**config.mk**
```make
export PLATFORM = sky130hd
export DESIGN_NAME = ex_stage
export DESIGN_NICKNAME = d
export VERILOG_FILES = /design/src/rtl/ex_pkg.sv /design/src/rtl/muldiv_unit.sv /design/src/rtl/ex_stage.sv
export SDC_FILE = /design/constraint.sdc
export NUM_CORES = 2
export LEC_CHECK = 0
export ABC_AREA = 1
export CORE_ASPECT_RATIO = 0.5
export CORE_MARGIN = 2
export CORE_UTILIZATION = 58
export CTS_CLUSTER_SIZE = 40
export DETAILED_ROUTE_END_ITERATION = 10
export PLACE_DENSITY = 0.8
export SYNTH_ARGS = -nofsm -noshare
export SYNTH_HDL_FRONTEND = slang
export SYNTH_SLANG_ARGS = --single-unit
```
**constraint.sdc**
```tcl
create_clock -name clock -period 5.3 [get_ports clock]
set_input_delay 0.795 -clock clock [delete_from_list [all_inputs] [get_ports clock]]
set_output_delay 0.795 -clock clock [all_outputs]
set_load 0.01 [all_outputs]
```
**src/rtl/ex_pkg.sv**
```systemverilog
`default_nettype none
// ============================================================================
// Module   : ex_pkg
// Purpose  : Shared encodings for the execute stage: ALUOp, funct codes,
//            forwarding selects, mult/div op and FSM state types.
// Revision : 1.0
// ============================================================================
package ex_pkg;

  localparam int c_DEF_DATA_WIDTH     = 32;
  localparam int c_DEF_REG_ADDR_WIDTH = 5;

  // ALUOp encodings from the main decoder
  localparam logic [1:0] c_ALUOP_ADD   = 2'b00;
  localparam logic [1:0] c_ALUOP_SUB   = 2'b01;
  localparam logic [1:0] c_ALUOP_RTYPE = 2'b10;
  localparam logic [1:0] c_ALUOP_ORI   = 2'b11;

  // Forwarding mux selects (2'b11 is reserved and behaves like ID/EX)
  localparam logic [1:0] c_FWD_IDEX  = 2'b00;
  localparam logic [1:0] c_FWD_EXMEM = 2'b01;
  localparam logic [1:0] c_FWD_MEMWB = 2'b10;

  // R-type funct codes
  localparam logic [5:0] c_FN_SLL   = 6'h00;
  localparam logic [5:0] c_FN_SRL   = 6'h02;
  localparam logic [5:0] c_FN_SRA   = 6'h03;
  localparam logic [5:0] c_FN_MFHI  = 6'h10;
  localparam logic [5:0] c_FN_MFLO  = 6'h12;
  localparam logic [5:0] c_FN_MULT  = 6'h18;
  localparam logic [5:0] c_FN_MULTU = 6'h19;
  localparam logic [5:0] c_FN_DIV   = 6'h1A;
  localparam logic [5:0] c_FN_DIVU  = 6'h1B;
  localparam logic [5:0] c_FN_ADD   = 6'h20;
  localparam logic [5:0] c_FN_ADDU  = 6'h21;
  localparam logic [5:0] c_FN_SUB   = 6'h22;
  localparam logic [5:0] c_FN_SUBU  = 6'h23;
  localparam logic [5:0] c_FN_AND   = 6'h24;
  localparam logic [5:0] c_FN_OR    = 6'h25;
  localparam logic [5:0] c_FN_XOR   = 6'h26;
  localparam logic [5:0] c_FN_NOR   = 6'h27;
  localparam logic [5:0] c_FN_SLT   = 6'h2A;
  localparam logic [5:0] c_FN_SLTU  = 6'h2B;

  // Mult/div op: matches funct[1:0] of 18..1B
  typedef enum logic [1:0] {
    MD_MULT  = 2'b00,
    MD_MULTU = 2'b01,
    MD_DIV   = 2'b10,
    MD_DIVU  = 2'b11
  } md_op_e;

  typedef enum logic [0:0] {
    MD_IDLE = 1'b0,
    MD_RUN  = 1'b1
  } md_state_e;

endpackage
`default_nettype wire

```
**src/rtl/muldiv_unit.sv**
```systemverilog
`default_nettype none
// ============================================================================
// Module   : muldiv_unit
// Purpose  : Iterative shift-add multiplier / restoring divider with HI/LO.
//            One step per falling clock edge, DATA_WIDTH steps per op.
// Revision : 1.0
// ============================================================================
module muldiv_unit
  import ex_pkg::*;
#(
  parameter int DATA_WIDTH = c_DEF_DATA_WIDTH
) (
  input  logic                  clock,
  input  logic                  reset,
  input  logic                  i_start,
  input  logic [1:0]            i_op,
  input  logic [DATA_WIDTH-1:0] i_a,
  input  logic [DATA_WIDTH-1:0] i_b,
  output logic [DATA_WIDTH-1:0] o_hi,
  output logic [DATA_WIDTH-1:0] o_lo,
  output logic                  o_busy
);

  localparam int CNT_W = $clog2(DATA_WIDTH);
  localparam logic [CNT_W-1:0] c_LAST = CNT_W'(DATA_WIDTH - 1);

  md_state_e               r_state;
  md_state_e               w_state_nx;
  logic [CNT_W-1:0]        r_cnt;
  logic [DATA_WIDTH-1:0]   r_acc;    // product high half / partial remainder
  logic [DATA_WIDTH-1:0]   r_q;      // multiplier bits / quotient bits
  logic [DATA_WIDTH-1:0]   r_opnd;   // multiplicand / divisor magnitude
  logic                    r_is_div;
  logic                    r_neg_q;  // negate product or quotient at the end
  logic                    r_neg_r;  // negate remainder at the end
  logic                    r_div0;
  logic [DATA_WIDTH-1:0]   r_hi;
  logic [DATA_WIDTH-1:0]   r_lo;

  md_op_e                  w_op;
  logic                    w_signed;
  logic                    w_a_neg;
  logic                    w_b_neg;
  logic [DATA_WIDTH-1:0]   w_a_mag;
  logic [DATA_WIDTH-1:0]   w_b_mag;
  logic                    w_last;
  logic [DATA_WIDTH:0]     w_mul_sum;
  logic [DATA_WIDTH:0]     w_div_sh;
  logic [DATA_WIDTH-1:0]   w_div_sub;
  logic                    w_div_ge;
  logic [DATA_WIDTH-1:0]   w_acc_nx;
  logic [DATA_WIDTH-1:0]   w_q_nx;
  logic [2*DATA_WIDTH-1:0] w_prod;
  logic [2*DATA_WIDTH-1:0] w_prod_fix;
  logic [DATA_WIDTH-1:0]   w_quo_fix;
  logic [DATA_WIDTH-1:0]   w_rem_fix;

  assign w_op     = md_op_e'(i_op);
  assign w_signed = (w_op == MD_MULT) || (w_op == MD_DIV);
  assign w_a_neg  = w_signed && i_a[DATA_WIDTH-1];
  assign w_b_neg  = w_signed && i_b[DATA_WIDTH-1];
  assign w_a_mag  = w_a_neg ? (~i_a + 1'b1) : i_a;
  assign w_b_mag  = w_b_neg ? (~i_b + 1'b1) : i_b;
  assign w_last   = (r_cnt == c_LAST);
  assign o_busy   = (r_state == MD_RUN);
  assign o_hi     = r_hi;
  assign o_lo     = r_lo;

  // One iteration step: shift-add for multiply, restoring subtract for divide
  always_comb begin
    w_mul_sum = {1'b0, r_acc} + (r_q[0] ? {1'b0, r_opnd} : '0);
    w_div_sh  = {r_acc, r_q[DATA_WIDTH-1]};
    w_div_ge  = (w_div_sh >= {1'b0, r_opnd});
    // True difference is below the divisor, so DATA_WIDTH bits suffice
    w_div_sub = w_div_sh[DATA_WIDTH-1:0] - r_opnd;
    if (r_is_div) begin
      w_acc_nx = w_div_ge ? w_div_sub : w_div_sh[DATA_WIDTH-1:0];
      w_q_nx   = {r_q[DATA_WIDTH-2:0], w_div_ge};
    end else begin
      w_acc_nx = w_mul_sum[DATA_WIDTH:1];
      w_q_nx   = {w_mul_sum[0], r_q[DATA_WIDTH-1:1]};
    end
  end

  // Sign fixup applied to the final step's result; a zero divisor forces
  // an all-ones quotient while the remainder naturally returns the dividend
  always_comb begin
    w_prod     = {w_acc_nx, w_q_nx};
    w_prod_fix = r_neg_q ? (~w_prod + 1'b1) : w_prod;
    w_quo_fix  = r_div0 ? '1 : (r_neg_q ? (~w_q_nx + 1'b1) : w_q_nx);
    w_rem_fix  = r_neg_r ? (~w_acc_nx + 1'b1) : w_acc_nx;
  end

  // FSM next state: IDLE -> RUN on start, RUN -> IDLE after the last step
  always_comb begin
    w_state_nx = r_state;
    case (r_state)
      MD_IDLE: if (i_start) w_state_nx = MD_RUN;
      MD_RUN:  if (w_last)  w_state_nx = MD_IDLE;
      default: w_state_nx = MD_IDLE;
    endcase
  end

  // FSM state register
  always_ff @(negedge clock) begin
    if (reset) r_state <= MD_IDLE;
    else       r_state <= w_state_nx;
  end

  // Operand latch, iteration datapath and HI/LO update
  always_ff @(negedge clock) begin
    if (reset) begin
      r_cnt    <= '0;
      r_acc    <= '0;
      r_q      <= '0;
      r_opnd   <= '0;
      r_is_div <= 1'b0;
      r_neg_q  <= 1'b0;
      r_neg_r  <= 1'b0;
      r_div0   <= 1'b0;
      r_hi     <= '0;
      r_lo     <= '0;
    end else if (r_state == MD_IDLE) begin
      if (i_start) begin
        r_cnt    <= '0;
        r_acc    <= '0;
        r_is_div <= (w_op == MD_DIV) || (w_op == MD_DIVU);
        r_neg_q  <= w_a_neg ^ w_b_neg;
        r_neg_r  <= w_a_neg;
        r_div0   <= (i_b == '0);
        if ((w_op == MD_DIV) || (w_op == MD_DIVU)) begin
          r_q    <= w_a_mag;
          r_opnd <= w_b_mag;
        end else begin
          r_q    <= w_b_mag;
          r_opnd <= w_a_mag;
        end
      end
    end else begin
      r_acc <= w_acc_nx;
      r_q   <= w_q_nx;
      r_cnt <= w_last ? '0 : (r_cnt + 1'b1);
      if (w_last) begin
        if (r_is_div) begin
          r_hi <= w_rem_fix;
          r_lo <= w_quo_fix;
        end else begin
          r_hi <= w_prod_fix[2*DATA_WIDTH-1:DATA_WIDTH];
          r_lo <= w_prod_fix[DATA_WIDTH-1:0];
        end
      end
    end
  end

endmodule
`default_nettype wire

```
**src/rtl/ex_stage.sv**
```systemverilog
`default_nettype none
// ============================================================================
// Module   : ex_stage
// Purpose  : MIPS execute stage: forwarding muxes, ALU, mult/div issue,
//            HI/LO hazard stall and the EX/MEM pipeline register.
// Revision : 1.0
// ============================================================================
module ex_stage
  import ex_pkg::*;
#(
  parameter int DATA_WIDTH     = c_DEF_DATA_WIDTH,
  parameter int REG_ADDR_WIDTH = c_DEF_REG_ADDR_WIDTH
) (
  input  logic                      clock,
  input  logic                      reset,
  input  logic [DATA_WIDTH-1:0]     data_a_in,
  input  logic [DATA_WIDTH-1:0]     data_b_in,
  input  logic [DATA_WIDTH-1:0]     sign_extend_in,
  input  logic [REG_ADDR_WIDTH-1:0] reg_dest_r_type_in,
  input  logic [REG_ADDR_WIDTH-1:0] reg_dest_l_type_in,
  input  logic                      RegDst_in,
  input  logic                      ALUSrc_in,
  input  logic                      MemToReg_in,
  input  logic                      RegWrite_in,
  input  logic                      MemRead_in,
  input  logic                      MemWrite_in,
  input  logic                      Branch_in,
  input  logic [1:0]                ALUOp_in,
  input  logic [1:0]                fwd_a_sel,
  input  logic [1:0]                fwd_b_sel,
  input  logic [DATA_WIDTH-1:0]     ex_mem_fwd_in,
  input  logic [DATA_WIDTH-1:0]     mem_wb_fwd_in,
  input  logic                      flush,
  output logic [DATA_WIDTH-1:0]     alu_result_out,
  output logic [DATA_WIDTH-1:0]     write_data_out,
  output logic [REG_ADDR_WIDTH-1:0] write_reg_out,
  output logic                      zero_out,
  output logic                      MemToReg_out,
  output logic                      RegWrite_out,
  output logic                      MemRead_out,
  output logic                      MemWrite_out,
  output logic                      Branch_out,
  output logic                      stall_out,
  output logic                      md_busy_out
);

  logic [5:0]            w_funct;
  logic [4:0]            w_shamt;
  logic [DATA_WIDTH-1:0] w_op_a;
  logic [DATA_WIDTH-1:0] w_fwd_b;
  logic [DATA_WIDTH-1:0] w_op_b;
  logic [DATA_WIDTH-1:0] w_imm_zx;
  logic [DATA_WIDTH-1:0] w_result;
  logic                  w_wr_ok;
  logic                  w_is_md;
  logic                  w_is_hilo;
  logic                  w_md_start;
  logic                  w_bubble;
  logic                  w_md_busy;
  logic [DATA_WIDTH-1:0] w_hi;
  logic [DATA_WIDTH-1:0] w_lo;

  assign w_funct  = sign_extend_in[5:0];
  assign w_shamt  = sign_extend_in[10:6];
  assign w_imm_zx = {{(DATA_WIDTH-16){1'b0}}, sign_extend_in[15:0]};
  assign w_op_b   = ALUSrc_in ? sign_extend_in : w_fwd_b;

  // Forwarding muxes for rs and rt
  always_comb begin
    case (fwd_a_sel)
      c_FWD_EXMEM: w_op_a = ex_mem_fwd_in;
      c_FWD_MEMWB: w_op_a = mem_wb_fwd_in;
      default:     w_op_a = data_a_in;
    endcase
    case (fwd_b_sel)
      c_FWD_EXMEM: w_fwd_b = ex_mem_fwd_in;
      c_FWD_MEMWB: w_fwd_b = mem_wb_fwd_in;
      default:     w_fwd_b = data_b_in;
    endcase
  end

  // ALU and funct decode; also flags HI/LO readers and mult/div issue
  always_comb begin
    w_result  = '0;
    w_wr_ok   = 1'b1;
    w_is_md   = 1'b0;
    w_is_hilo = 1'b0;
    case (ALUOp_in)
      c_ALUOP_ADD: w_result = w_op_a + w_op_b;
      c_ALUOP_SUB: w_result = w_op_a - w_op_b;
      c_ALUOP_ORI: w_result = w_op_a | w_imm_zx;
      default: begin
        case (w_funct)
          c_FN_ADD, c_FN_ADDU: w_result = w_op_a + w_op_b;
          c_FN_SUB, c_FN_SUBU: w_result = w_op_a - w_op_b;
          c_FN_AND:  w_result = w_op_a & w_op_b;
          c_FN_OR:   w_result = w_op_a | w_op_b;
          c_FN_XOR:  w_result = w_op_a ^ w_op_b;
          c_FN_NOR:  w_result = ~(w_op_a | w_op_b);
          c_FN_SLT:  w_result = {{(DATA_WIDTH-1){1'b0}}, ($signed(w_op_a) < $signed(w_op_b))};
          c_FN_SLTU: w_result = {{(DATA_WIDTH-1){1'b0}}, (w_op_a < w_op_b)};
          c_FN_SLL:  w_result = w_op_b << w_shamt;
          c_FN_SRL:  w_result = w_op_b >> w_shamt;
          c_FN_SRA:  w_result = $signed(w_op_b) >>> w_shamt;
          c_FN_MFHI: begin w_result = w_hi; w_is_hilo = 1'b1; end
          c_FN_MFLO: begin w_result = w_lo; w_is_hilo = 1'b1; end
          c_FN_MULT, c_FN_MULTU, c_FN_DIV, c_FN_DIVU: begin
            w_is_md = 1'b1;
            w_wr_ok = 1'b0;
          end
          default:   w_wr_ok = 1'b0;
        endcase
      end
    endcase
  end

  // A flush always wins over a stall, so a flushed instruction never waits
  assign stall_out   = w_md_busy && (w_is_md || w_is_hilo) && !flush;
  assign w_bubble    = stall_out || flush;
  assign w_md_start  = w_is_md && !stall_out && !flush && !reset;
  assign md_busy_out = w_md_busy;

  muldiv_unit #(
    .DATA_WIDTH (DATA_WIDTH)
  ) u_muldiv (
    .clock   (clock),
    .reset   (reset),
    .i_start (w_md_start),
    .i_op    (w_funct[1:0]),
    .i_a     (w_op_a),
    .i_b     (w_fwd_b),
    .o_hi    (w_hi),
    .o_lo    (w_lo),
    .o_busy  (w_md_busy)
  );

  // EX/MEM pipeline register; stalls and flushes insert an all-zero bubble
  always_ff @(negedge clock) begin
    if (reset || w_bubble) begin
      alu_result_out <= '0;
      write_data_out <= '0;
      write_reg_out  <= '0;
      zero_out       <= 1'b0;
      MemToReg_out   <= 1'b0;
      RegWrite_out   <= 1'b0;
      MemRead_out    <= 1'b0;
      MemWrite_out   <= 1'b0;
      Branch_out     <= 1'b0;
    end else begin
      alu_result_out <= w_result;
      write_data_out <= w_fwd_b;
      write_reg_out  <= RegDst_in ? reg_dest_r_type_in : reg_dest_l_type_in;
      zero_out       <= (w_result == '0);
      MemToReg_out   <= MemToReg_in;
      RegWrite_out   <= RegWrite_in && w_wr_ok;
      MemRead_out    <= MemRead_in;
      MemWrite_out   <= MemWrite_in;
      Branch_out     <= Branch_in;
    end
  end

endmodule
`default_nettype wire

```
==> impl_metrics.toml, run 1 <==
[status]
status = "stopped before the end"
stop_stage = "global routing"
tool.error = "[ERROR GRT-0116] Global routing finished with congestion. Check the congestion regions in the DRC Viewer."

[logic_synthesis]
syn_area_sq_um = 31500
synth-async-reset-ratio_pct = 0
synth_area_leaders = "nand2_1, dfxtp_1, nand3_1"
synth_cells = 5562
synth_top_cell_by_area = "nand2_1"
ys_ff_latch = 245
synth-edff-count = 0
synth_top_area_share_pct = 18.7
yosysWarnings = 0
synth_cell_type_count = 71
dominantRegCellSynth = "dfxtp_1"
ys_top_cells_by_count = "nand2_1, nand3_1, inv_1"
seq_area_frac_synth_pct = 15.5
synth_most_common_cell = "nand2_1"
syn_nets = 5933
syn_area_per_cell_sq_um = 5.67

[global_route]
grt_max_degree = 100
grt_pass1_vias = 58600
grt_use_total_pct = 84.8
grt_pass1_wl_mm = 370
grt_remaining_overflow = 385

[place]
globalplace.congestion = 1.35
hpwlAfterDp_mm = 138
place_inst = 7283
port_buffers = 262
place_area_sq_um = 42500

[cts]
numCtsBuffers = 25
cts_buffer_depth = 3
cts.sinks = 245
htreeDepth = 1
root_buffer = "clkbuf_16"

[floorplan]
rows = 60
die_h_microns = 169
start_util_pct = 58.7
io_pins = 263
dieWidth_microns = 334
per-stage QoR:
step | hold slack (ns) | setup TNS [ns] | setup slack [ns] | util [%]
4_1_cts | 0.475 | -53.74 | -1.11 | 87.1
3_5_place_dp | 0.467 | -255.34 | -2.65 | 79.2
2_1_floorplan | 0.441 | -47.03 | -1.18 | -
3_3_place_gp | 0.451 | -235.56 | -2.52 | 79.2
cells by family after synthesis:
family / Yosys count / synth area share [%]
fa+ha+maj: 185 / 7.43
simple gates: 3093 / 42.8
compound gates: 966 / 18.4
flops: 245 / 15.5
buf+inv: 932 / 11.9
mux: 5 / 0.159
xor+xnor: 136 / 3.78
metal layers:
layer  overflow  track usage (%)
met1         27             83.7
met2        182             94.3
met3         30             78.5
met4        141             82.7
met5          5             64.3
what timing repair did:
item,CTS
buffers inserted,78
hold buffers,0
gates cloned,6
resized for setup,457
pin swaps,176
endpoints found under the setup margin,181
==> run 2, diff against run 1 <==
CORE_ASPECT_RATIO = not set   (was 0.5)
CORE_UTILIZATION = 40   (was 58)
CTS_CLUSTER_SIZE = not set   (was 40)
PLACE_DENSITY = not set   (was 0.8)
PLACE_DENSITY_LB_ADDON = 0.15   (was not set)
==> run 2 against run 1 <==
Against the previous run:
- the flow now finishes, with violations (setup timing)
- synthesized area stayed put
- synthesized cell count stayed put
==> impl_metrics.toml, run 2 <==
[floorplan]
coreArea_sq_um = 77700
die_area_sq_um = 81100
die_h_microns = 285
rows = 102
io_pins = 263
start_util_pct = 40.6
dieWidth_microns = 285

[power]
ir_drop_uv = 260
leakagePower_uw = 0.0255
power.density_nw_per_um2 = 235

[sta]
drv_slew = 0
setup_slack_ns = -1.94
relSlewSlack_pct = 25.7
setup_tns_ns = -116.12
fin_skew_ns = 0.0336
hold_viol_final = 0
rsz0062_at_grt = "true"
worstMarginPinSlew_ns = 1.10
finalSetupViolations = 99

[route]
wl_per_cell_microns = 27.0
drtIter0Drc = 6812
vias_per_cell = 5.92
ant_nets = 0
vias = 48300
routed_wl_mm = 220
drcViolationCount = 0
dr.pass1.iters = 7

[cts]
root_buffer = "clkbuf_16"
numCtsBuffers = 34
clock_latency_ns = 0.64
htreeDepth = 2
cts_buffer_depth = 3
cts.sinks = 245
cts_tree = "built"
clk_pin_slew_ns = 0.05
ctsHoldBuffers = 0

[logic_synthesis]
synthAdderAreaFrac_pct = 7.43
synth_xor_area_share_pct = 3.78
yosysWarnings = 0
synth-async-reset-ratio_pct = 0
syn_area_per_cell_sq_um = 5.67
dominantRegCellSynth = "dfxtp_1"
synth_area_leaders = "nand2_1, dfxtp_1, nand3_1"
synth_mux_area_share_pct = 0.159
synth_top_family_by_area = "simple AND/OR/NAND/NOR gates"
seq_area_frac_synth_pct = 15.5
yosys.area_share.simple_pct = 42.8
ys_top_cells_by_count = "nand2_1, nand3_1, inv_1"
synth_cells = 5562
synth-edff-count = 0
synth_top_cell_by_area = "nand2_1"
syn_nets = 5933
synth_most_common_cell = "nand2_1"
synth_top_area_share_pct = 18.7
syn_area_sq_um = 31500
synth_compound_area_share_pct = 18.4
ys_ff_latch = 245
synth_cell_type_count = 71

[finish]
mostFrequentLayoutCells = "nand2_1, buf_4, inv_1, nand3_1, nor2_1"
syn_to_final_growth_pct = 59.8
final_util_pct = 64.9
num-nets-final = 7460
seq_area_sq_um = 4910
layout.cells.non_filler = 8158
multi_input_area_sq_um = 26600
final_common_cell = "nand2_1"
final_layout_size_suffix_gt1_share_pct = 30.6
fillers = 7162

[status]
violations = "setup timing"
status = "finished, violations left"

[global_route]
grt_remaining_overflow = 0
grt_max_degree = 100
grt_pass1_vias = 46300
grt_pass1_wl_mm = 305
antenna_found_initial = 8
grt_use_total_pct = 51.2

[critical_path]
worst-path-max-fanout = 6
arrival_ns = 5.16
critical-path-slowest-cell = "a21oi_4"
worstSetupEndpointType = "flop"
cp_common_cell = "buf_6"
crit_type = "primary input to flop"
crit_required_ns = 3.22
worst-r2r-cell-count = 20
cpPeakStageDelay_ns = 0.50
start_kind = "primary input"

[min_path]
min_path_cells = 2
hp-class = "flop to flop"

[flow_run]
cap_violations = 0

[place]
port_buffers = 262
globalplace.congestion = 1.18
place_inst = 7702
pre_cts_ws_ns = -3.30
hpwlAfterDp_mm = 172
[run 2: repair_timing]
action,CTS,global route
cloned,3,4
resized for setup,442,419
buffers inserted,97,85
pin swaps,138,196
setup endpoints to repair,182,181
[run 2: logic make-up (layout without fill, tap and decap cells)]
family          after synthesis  count (layout)
mux                           5               5
flops                       245             245
fa+ha+maj                   185             185
buf+inv                     932            2483
simple gates               3093            3093
other cells                   0               5
compound gates              966             966
xor+xnor                    136             136
[run 2: area by class of cell]
| class | instances | area share [%] |
|---|---|---|
| well taps | 1040 | 2.58 |
| flip-flops and latches | 245 | 9.74 |
| diodes | 5 | 0.0248 |
| repair inverters | 3 | 0.0670 |
| repair buffers | 1488 | 25.4 |
| clock inverters | 270 | 2.44 |
| clock buffers | 35 | 1.74 |
| inverters | 687 | 5.29 |
| multi-input cells | 4385 | 52.7 |
[run 2: power breakdown]
group / internal [uW] / switching, uW / leakage [uW]
registers: 1900 / 16.0 / 0.00198
clock network: 1760 / 1640 / 0.00192
logic: 2820 / 3720 / 0.0216
[run 2: worst max-delay path: cells and delay by family]
kind	cells	cell delay [ns]
AND/OR/NAND/NOR	14	1.42
buffers and inverters	11	1.03
adder cells (fa/ha/maj)	3	0.76
AO/OA/AOI/OAI	5	1.15
[run 2: final timing paths]
check	from	end	slack [ns]
setup reg to reg	u_muldiv.r_q[0]	u_muldiv.o_hi[30]	0.24
hold reg to reg	u_muldiv.r_cnt[3]	u_muldiv.r_cnt[3]	0.47
hold / removal	u_muldiv.r_cnt[3]	u_muldiv.r_cnt[3]	0.47
setup / recovery	fwd_b_sel[0]	zero_out	-1.94
[run 2: per-layer routing]
layer | track usage, % | vias to the layer above | part of all wire [%]
li1 | - | 21400 | -
met1 | 54.2 | 22000 | 33
met2 | 79.1 | 3571 | 42
met3 | 15.3 | 1287 | 11
met4 | 53.2 | 8 | 13
met5 | 0 | - | 0.050
[run 2: stage by stage]
step                      total power (uW)  hold slack (ns)  area [sq um]
after floorplan                       4400            0.441         32500
after global placement                7360            0.450         43700
after detailed placement              7360            0.460         43700
after CTS                            11100            0.465         48200
after global routing                 12200            0.493         50400
final                                11800            0.468         50400
No activity file was read; power rests on OpenSTA's default activity.
